<file path="src/rtl/key_debouncer.sv">
// key_debouncer: synchronises, debounces and classifies the active-low DE board pushbuttons.
// Ports: CLOCK_50/reset (async, active-high); KEY raw active-low buttons; key_level debounced
// pressed level; press_pulse/release_pulse/long_pulse one-cycle events; long_held level after long press.
module key_debouncer #(
  parameter int N_KEYS          = 4,
  parameter int DEBOUNCE_CYCLES = 1000000,
  parameter int LONG_CYCLES     = 50000000,
  parameter int CNT_W           = 26
) (
  input  logic              CLOCK_50,
  input  logic              reset,
  input  logic [N_KEYS-1:0] KEY,
  output logic [N_KEYS-1:0] key_level,
  output logic [N_KEYS-1:0] press_pulse,
  output logic [N_KEYS-1:0] release_pulse,
  output logic [N_KEYS-1:0] long_pulse,
  output logic [N_KEYS-1:0] long_held
);

  typedef enum logic [2:0] {
    ST_RELEASED,
    ST_PRESS_WAIT,
    ST_PRESSED,
    ST_HELD,
    ST_RELEASE_WAIT
  } state_t;

  // Terminal counts: a wait state accepts on the sample where cnt reaches the last value.
  localparam logic [CNT_W-1:0] DEB_LAST  = CNT_W'(DEBOUNCE_CYCLES - 1);
  localparam logic [CNT_W-1:0] LONG_LAST = CNT_W'(LONG_CYCLES - 1);
  localparam logic [CNT_W-1:0] CNT_ONE   = CNT_W'(1);

  for (genvar g = 0; g < N_KEYS; g++) begin : g_key
    logic             sync1_q;
    logic             sync2_q;
    logic             s;
    state_t           state_q;
    logic [CNT_W-1:0] cnt_q;
    logic             level_q;
    logic             press_q;
    logic             release_q;
    logic             long_q;
    logic             held_q;

    // Two-flop synchroniser; resets to the released level so a key held
    // through reset is seen as a fresh press afterwards.
    always_ff @(posedge CLOCK_50 or posedge reset) begin
      if (reset) begin
        sync1_q <= 1'b1;
        sync2_q <= 1'b1;
      end else begin
        sync1_q <= KEY[g];
        sync2_q <= sync1_q;
      end
    end

    assign s = ~sync2_q;  // 1 = pressed

    always_ff @(posedge CLOCK_50 or posedge reset) begin
      if (reset) begin
        state_q   <= ST_RELEASED;
        cnt_q     <= '0;
        level_q   <= 1'b0;
        press_q   <= 1'b0;
        release_q <= 1'b0;
        long_q    <= 1'b0;
        held_q    <= 1'b0;
      end else begin
        // Pulses are high only in the cycle after the transition that sets them.
        press_q   <= 1'b0;
        release_q <= 1'b0;
        long_q    <= 1'b0;
        case (state_q)
          ST_RELEASED: begin
            if (s) begin
              state_q <= ST_PRESS_WAIT;
              cnt_q   <= CNT_ONE;
            end
          end
          ST_PRESS_WAIT: begin
            if (!s) begin
              // Glitch: drop back silently.
              state_q <= ST_RELEASED;
              cnt_q   <= '0;
            end else if (cnt_q == DEB_LAST) begin
              state_q <= ST_PRESSED;
              level_q <= 1'b1;
              press_q <= 1'b1;
              cnt_q   <= '0;
            end else begin
              cnt_q <= cnt_q + CNT_ONE;
            end
          end
          ST_PRESSED: begin
            if (!s) begin
              state_q <= ST_RELEASE_WAIT;
              cnt_q   <= CNT_ONE;
            end else if (cnt_q == LONG_LAST) begin
              state_q <= ST_HELD;
              long_q  <= 1'b1;
              held_q  <= 1'b1;
            end else begin
              cnt_q <= cnt_q + CNT_ONE;
            end
          end
          ST_HELD: begin
            if (!s) begin
              state_q <= ST_RELEASE_WAIT;
              cnt_q   <= CNT_ONE;
            end
          end
          ST_RELEASE_WAIT: begin
            if (s) begin
              // Release bounce: a long press already reported stays reported;
              // otherwise the long-press timing starts over.
              state_q <= held_q ? ST_HELD : ST_PRESSED;
              cnt_q   <= '0;
            end else if (cnt_q == DEB_LAST) begin
              state_q   <= ST_RELEASED;
              level_q   <= 1'b0;
              held_q    <= 1'b0;
              release_q <= 1'b1;
              cnt_q     <= '0;
            end else begin
              cnt_q <= cnt_q + CNT_ONE;
            end
          end
          default: begin
            state_q <= ST_RELEASED;
            cnt_q   <= '0;
          end
        endcase
      end
    end

    assign key_level[g]     = level_q;
    assign press_pulse[g]   = press_q;
    assign release_pulse[g] = release_q;
    assign long_pulse[g]    = long_q;
    assign long_held[g]     = held_q;
  end

endmodule

</file>
<file path="config.mk">
export PLATFORM = sky130hd
export DESIGN_NAME = key_debouncer
export DESIGN_NICKNAME = d
export VERILOG_FILES = /design/src/rtl/key_debouncer.sv
export SDC_FILE = /design/constraint.sdc
export NUM_CORES = 1
export LEC_CHECK = 0
export ABC_AREA = 0
export BUFFER_PORTS_ARGS = -buffer_cell sky130_fd_sc_hd__buf_2
export CAP_MARGIN = 30
export CORE_ASPECT_RATIO = 2
export CORE_MARGIN = 1
export CORE_UTILIZATION = 50
export DETAILED_ROUTE_END_ITERATION = 8
export GPL_TIMING_DRIVEN = 1
export PLACE_DENSITY_LB_ADDON = 0.1
export SYNTH_ARGS = -nofsm -noshare
export SYNTH_HDL_FRONTEND = slang
export SYNTH_SLANG_ARGS = --single-unit
</file>
<file path="constraint.sdc">
create_clock -name CLOCK_50 -period 7.5 [get_ports CLOCK_50]
set_input_delay 0.375 -clock CLOCK_50 [delete_from_list [all_inputs] [get_ports CLOCK_50]]
set_output_delay 0.375 -clock CLOCK_50 [all_outputs]
set_load 0.005 [all_outputs]
</file>
# After elaboration in Yosys (flattened, before gate mapping)
# Cells that the tools add are included.
# totals
ff_bits	144
out_inout_bits	20
inputBits	6
# classes
eq_ne	72
reduce_logical	28
addsub	4
n_mux	136
# ops
cell	count
26-bit 2-to-1 mux	28
26-bit one-hot mux with 5 select lines	4
26-bit by 1-bit adder with 26-bit output, second input constant	4
26-bit by 20-bit equality test with 1-bit output, second input constant	4
26-bit equality test, second input constant	4
3-bit 2-to-1 mux	32
2-bit != test, second input constant	32
1-bit 2-to-1 mux	60
3-bit one-hot mux with 5 select lines	4
5-bit AND reduction	12
3-bit != test, second input constant	16
3-bit by 2-bit equality test with 1-bit output, second input constant	8
1-bit one-hot mux with 2 select lines	8
2-bit nonzero test	8
3-bit by 1-bit equality test with 1-bit output, second input constant	4
3-bit equality test, second input constant	4
3-bit zero test	4
3-bit AND reduction	4

# Depth between registers and ports, before layout
# depth
ltp_word	4
mapped_depth	9
mapped_depth_nobuf	7

# Worst setup path before layout
# Ideal clock, no wire load.
# synth_timing
path_type	reg2reg
startpoint	register g_key[0].cnt_q[10]
endpoint	register g_key[0].cnt_q[20]
path_slack_ns	5.122
setup_time_ns	0.121
period_less_slack_ns	2.378
arrival_time_ns	2.257
path_stages_with_launch	8
cell_sequence	dfrtp_1 or4_1 or2_0 or3_4 a211o_1 buf_6 a21o_1 a22o_1
# synth_via
elab_chain_len	4
word_cells_on_any_way	11
cone_classes	add/sub (1); eq/ne (3); mux (6); reduce/logical (1)
# synth_lines
element	line_no	text
start, declared	38	logic [CNT_W-1:0] cnt_q;
start signal, assigned	91	cnt_q <= cnt_q + CNT_ONE;
start signal, assigned	103	cnt_q <= cnt_q + CNT_ONE;
start signal, assigned	125	cnt_q <= cnt_q + CNT_ONE;
26-bit by 1-bit adder with 26-bit output / 26-bit by 20-bit equality test with 1-bit output (equally long branches)	n/a	
26-bit 2-to-1 mux (on tied branches)	85, 118, 98	
26-bit 2-to-1 mux (on tied branches)	113, 81, 95	
26-bit one-hot mux with 5 select lines	73	case (state_q)
# Several ways; a longest one is shown, not always the timed one. The select of a mux whose other input is x is not followed.
# A chain may end at the register's enable or synchronous reset.

# Final worst setup path
# layout_timing
startpoint	register g_key[1].cnt_q[10]
endpoint	register g_key[1].cnt_q[6]
# layout_via
elab_chain_len	4
word_cells_on_any_way	8
cone_classes	eq/ne (3); mux (4); reduce/logical (1)
# layout_lines
element	line_no
start, declared	38
start signal, assigned	91
start signal, assigned	103
start signal, assigned	125
26-bit by 20-bit equality test with 1-bit output	85, 118
26-bit 2-to-1 mux	85, 118
26-bit 2-to-1 mux (on tied branches)	113, 81
26-bit one-hot mux with 5 select lines	73
# Several ways; a longest one is shown, not always the timed one.

==> run_results.csv <==
group,metric,value,unit
synth,yosysSeqAreaShare,43.6,%
timing,period_share,41.2,%
floorplanning,rows,66,
floorplanning,fp.dieH,184,um
setup_path,crit_type,"register to register",
synth,synth-edff-count,0,
detailed_routing,via_count,7095,
synth,netlist_area,8280,um^2
timing,rsz0062_at_grt,"no",
grt,grt_max_degree,74,
timing,fin_hold_ws,38.4,ps
clocking,cts_resized,0,
power,switching_share,23.3,%
detailed_routing,drtAntennaViolNets,0,
setup_path,startpoint_type,"register",
floorplanning,die_w,93.0,um
placement,io_buffers,25,
power,clkPwrFrac,51.7,%
detailed_routing,drc,0,
grt,grt_use_total,24.2,%
clocking,cts_buffer_depth,2,
timing,fmax,0.323,GHz
placement,gp_congestion,0.870,
finish,stdcell_count,1135,
floorplanning,core,16300,um^2
placement,pre_cts_ws,4490,ps
finish,final_util,55.6,%
synth,synth-async-reset-ratio,100,%
timing,maxSlewHeadroom,37.1,%
setup_path,path_max_fanout,16,
synth,synth.distinct_cells,80,
finish,area_growth,9.11,%
setup_path,crit_arrival,3410,ps
power,power,1.84,mW
synth,synth-seq-cells,144,
timing,fin_ws,4410,ps
grt,grt_overflow,0,
detailed_routing,drt_iter0_markers,290,
finish,finish.net_count,928,
power,seq_power_share,43.5,%
power,p_int,1.41,mW
detailed_routing,wl,19600,um
timing,fin_setup_tns,0,ps
hold_path,min_path_type,"input port to register",
power,p_leak,3.80,nW
placement,dp_hpwl,13800,um
clocking,cts_max_level,4,
detailed_routing,drtPass1Iterations,4,
grt,antenna_found_initial,0,
timing,period_needed,3090,ps
power,vdd_drop_max,153,uV
clocking,numCtsBuffers,17,
power,power_density,204,nW/um^2
synth,netlist_instances,928,
finish,antenna_cells,0,
finish,fillers,1464,
clocking,hold_buffers,0,
finish,stdcell_area,9040,um^2
clocking,clk_pin_slew,70,ps
placement,placed_area,8360,um^2
grt,grt_pass1_vias,7124,
floorplanning,start_util,50.9,%
detailed_routing,wl_per_cell,17.3,um
synth,synthesis.nets,938,
clocking,cts_setup_buffers,0,
synth,synth-warning-count,0,
power,combPwrFrac,4.8,%
grt,grt_pass1_wl,32900,um
power,switchingPower,430,uW
setup_path,worstSetupEndpointType,"register",
timing,final_max_slew_viol_count,0,
floorplanning,io_pins,26,
job,cap_violations,0,
clocking,insertion_delay,430,ps
clocking,cts_tree,"built",
finish,drive_above_1_share,9.77,%
synth,ys.flop_type,"dfrtp_1",
outcome,status,"finished, final reports clean",
placement,dp.cells,1102,
floorplanning,fp.dieArea,17100,um^2
clocking,cts_root_buf,"clkbuf_16",
clocking,numClockSinks,144,
timing,fin_worst_skew,8.11,ps
timing,setup_viol,0,
synth,syn_area_per_cell,8.93,um^2
setup_path,required,7820,ps
detailed_routing,via_per_inst,6.25,
timing,tightest_slew,940,ps
timing,hold_viol_final,0,
registers in the layout (all words and copies together), names as in the netlist:
register,count
g_key.cnt_q,104
g_key.held_q,4
g_key.level_q,4
g_key.long_q,4
g_key.press_q,4
g_key.release_q,4
g_key.state_q,12
g_key.sync1_q,4
g_key.sync2_q,4
critical path, stage by stage, from the launching register on:
cell and delay [ps]:
dfrtp_1 410, or4_1 520, nor2_1 350, nand4bb_1 640
nand2_1 550, nor2_1 240, a22o_1 280
final cells by class:
cell class	count	area, um^2	share of cell area, %
multi-input cells	700	4240	46.9
flip-flops and latches	144	3610	40.0
clock buffers	18	429	4.75
well taps	204	255	2.82
clock inverters	14	226	2.51
repair buffers	28	168	1.85
inverters	27	106	1.18
power groups by stage:
| stage | combinational, mW | clock (mW) | sequential [mW] |
|---|---|---|---|
| floorplan | 0.0725 | 0 | 0.808 |
| global placement | 0.0839 | 0 | 0.815 |
| detailed placement | 0.0873 | 0 | 0.816 |
| CTS | 0.0874 | 0.972 | 0.801 |
| global route | 0.0992 | 1.01 | 0.803 |
| finish | 0.0876 | 0.953 | 0.802 |
Yosys cell counts (5+ instances only):
cell	instances	area, um^2
dfrtp_1	136	3400
nor2_1	126	473
nand2_1	83	312
nand3_1	56	280
nand4_1	35	219
o21ai_0	34	170
a21oi_1	27	135
clkbuf_1	27	101
inv_1	27	101
nor3_1	27	135
xnor2_1	24	210
xor2_1	24	210
a22o_1	21	184
buf_4	21	158
nor4_1	21	131
and3_1	20	125
a21o_1	19	143
nor4b_1	12	105
and4_1	11	96.3
nor2b_1	11	68.8
and2_1	9	56.3
o211ai_1	9	67.6
o31ai_1	9	67.6
or4_1	9	67.6
dfstp_2	8	210
a31oi_1	6	37.5
nand2b_1	6	37.5
nand3b_1	6	45.0
or4b_2	5	50.1
cell usage in the layout (no fill, tap or decap), types with 4 or more instances in the layout:
cell,count
clkbuf_16,17
ha_1,4
nand3_1,56
buf_2,25
a21oi_1,27
o21ai_0,34
nor2b_1,11
o31ai_1,9
or4_1,9
inv_1,26
bufinv_16,5
inv_6,6
or3_1,4
nand3b_1,6
xnor2_1,24
dfstp_2,8
a31oi_1,6
nor4b_1,12
nand4_1,35
o21bai_1,4
and2_1,9
o211ai_1,9
xor2_1,24
nand2b_1,6
and3_1,20
nor3_1,27
nand2_1,83
a22o_1,21
dfrtp_1,136
nor2_1,126
a21o_1,19
nor4_1,21
or4b_2,5
or3b_2,4
and4_1,11
a2bb2oi_1,4
layer usage:
metal,GRT usage (%),share of wire [%]
met1,25.8,39
met2,44.2,55
met3,4.59,2.9
met4,12.6,3.4
met5,0,0
logic make-up after synthesis:
group | Yosys count | synth area share [%]
compound gates | 176 | 15.1
xor+xnor | 48 | 5.07
fa+ha+maj | 4 | 0.604
buf+inv | 84 | 5.20
flops | 144 | 43.6
mux | 4 | 0.498
simple gates | 468 | 29.9
path summary, 6_finish.rpt:
check | from | to | slack, ps | cells after the start
hold / removal | KEY[2] | g_key[2].sync1_q$_DFF_PP1_ | 40 | 1
max in group asynchronous | reset | g_key[1].sync2_q$_DFF_PP1_ | 6470 | 4
hold reg to reg | g_key[1].sync1_q$_DFF_PP1_ | g_key[1].sync2_q$_DFF_PP1_ | 360 | 0
min in group asynchronous | reset | g_key[3].cnt_q[10]$_DFFE_PP0P_ | 50 | 2
setup / recovery | g_key[1].cnt_q[10]$_DFFE_PP0P_ | g_key[1].cnt_q[6]$_DFFE_PP0P_ | 4410 | 6
setup reg to reg | g_key[1].cnt_q[10]$_DFFE_PP0P_ | g_key[1].cnt_q[6]$_DFFE_PP0P_ | 4410 | 6
(Power assumes the default switching activity.)
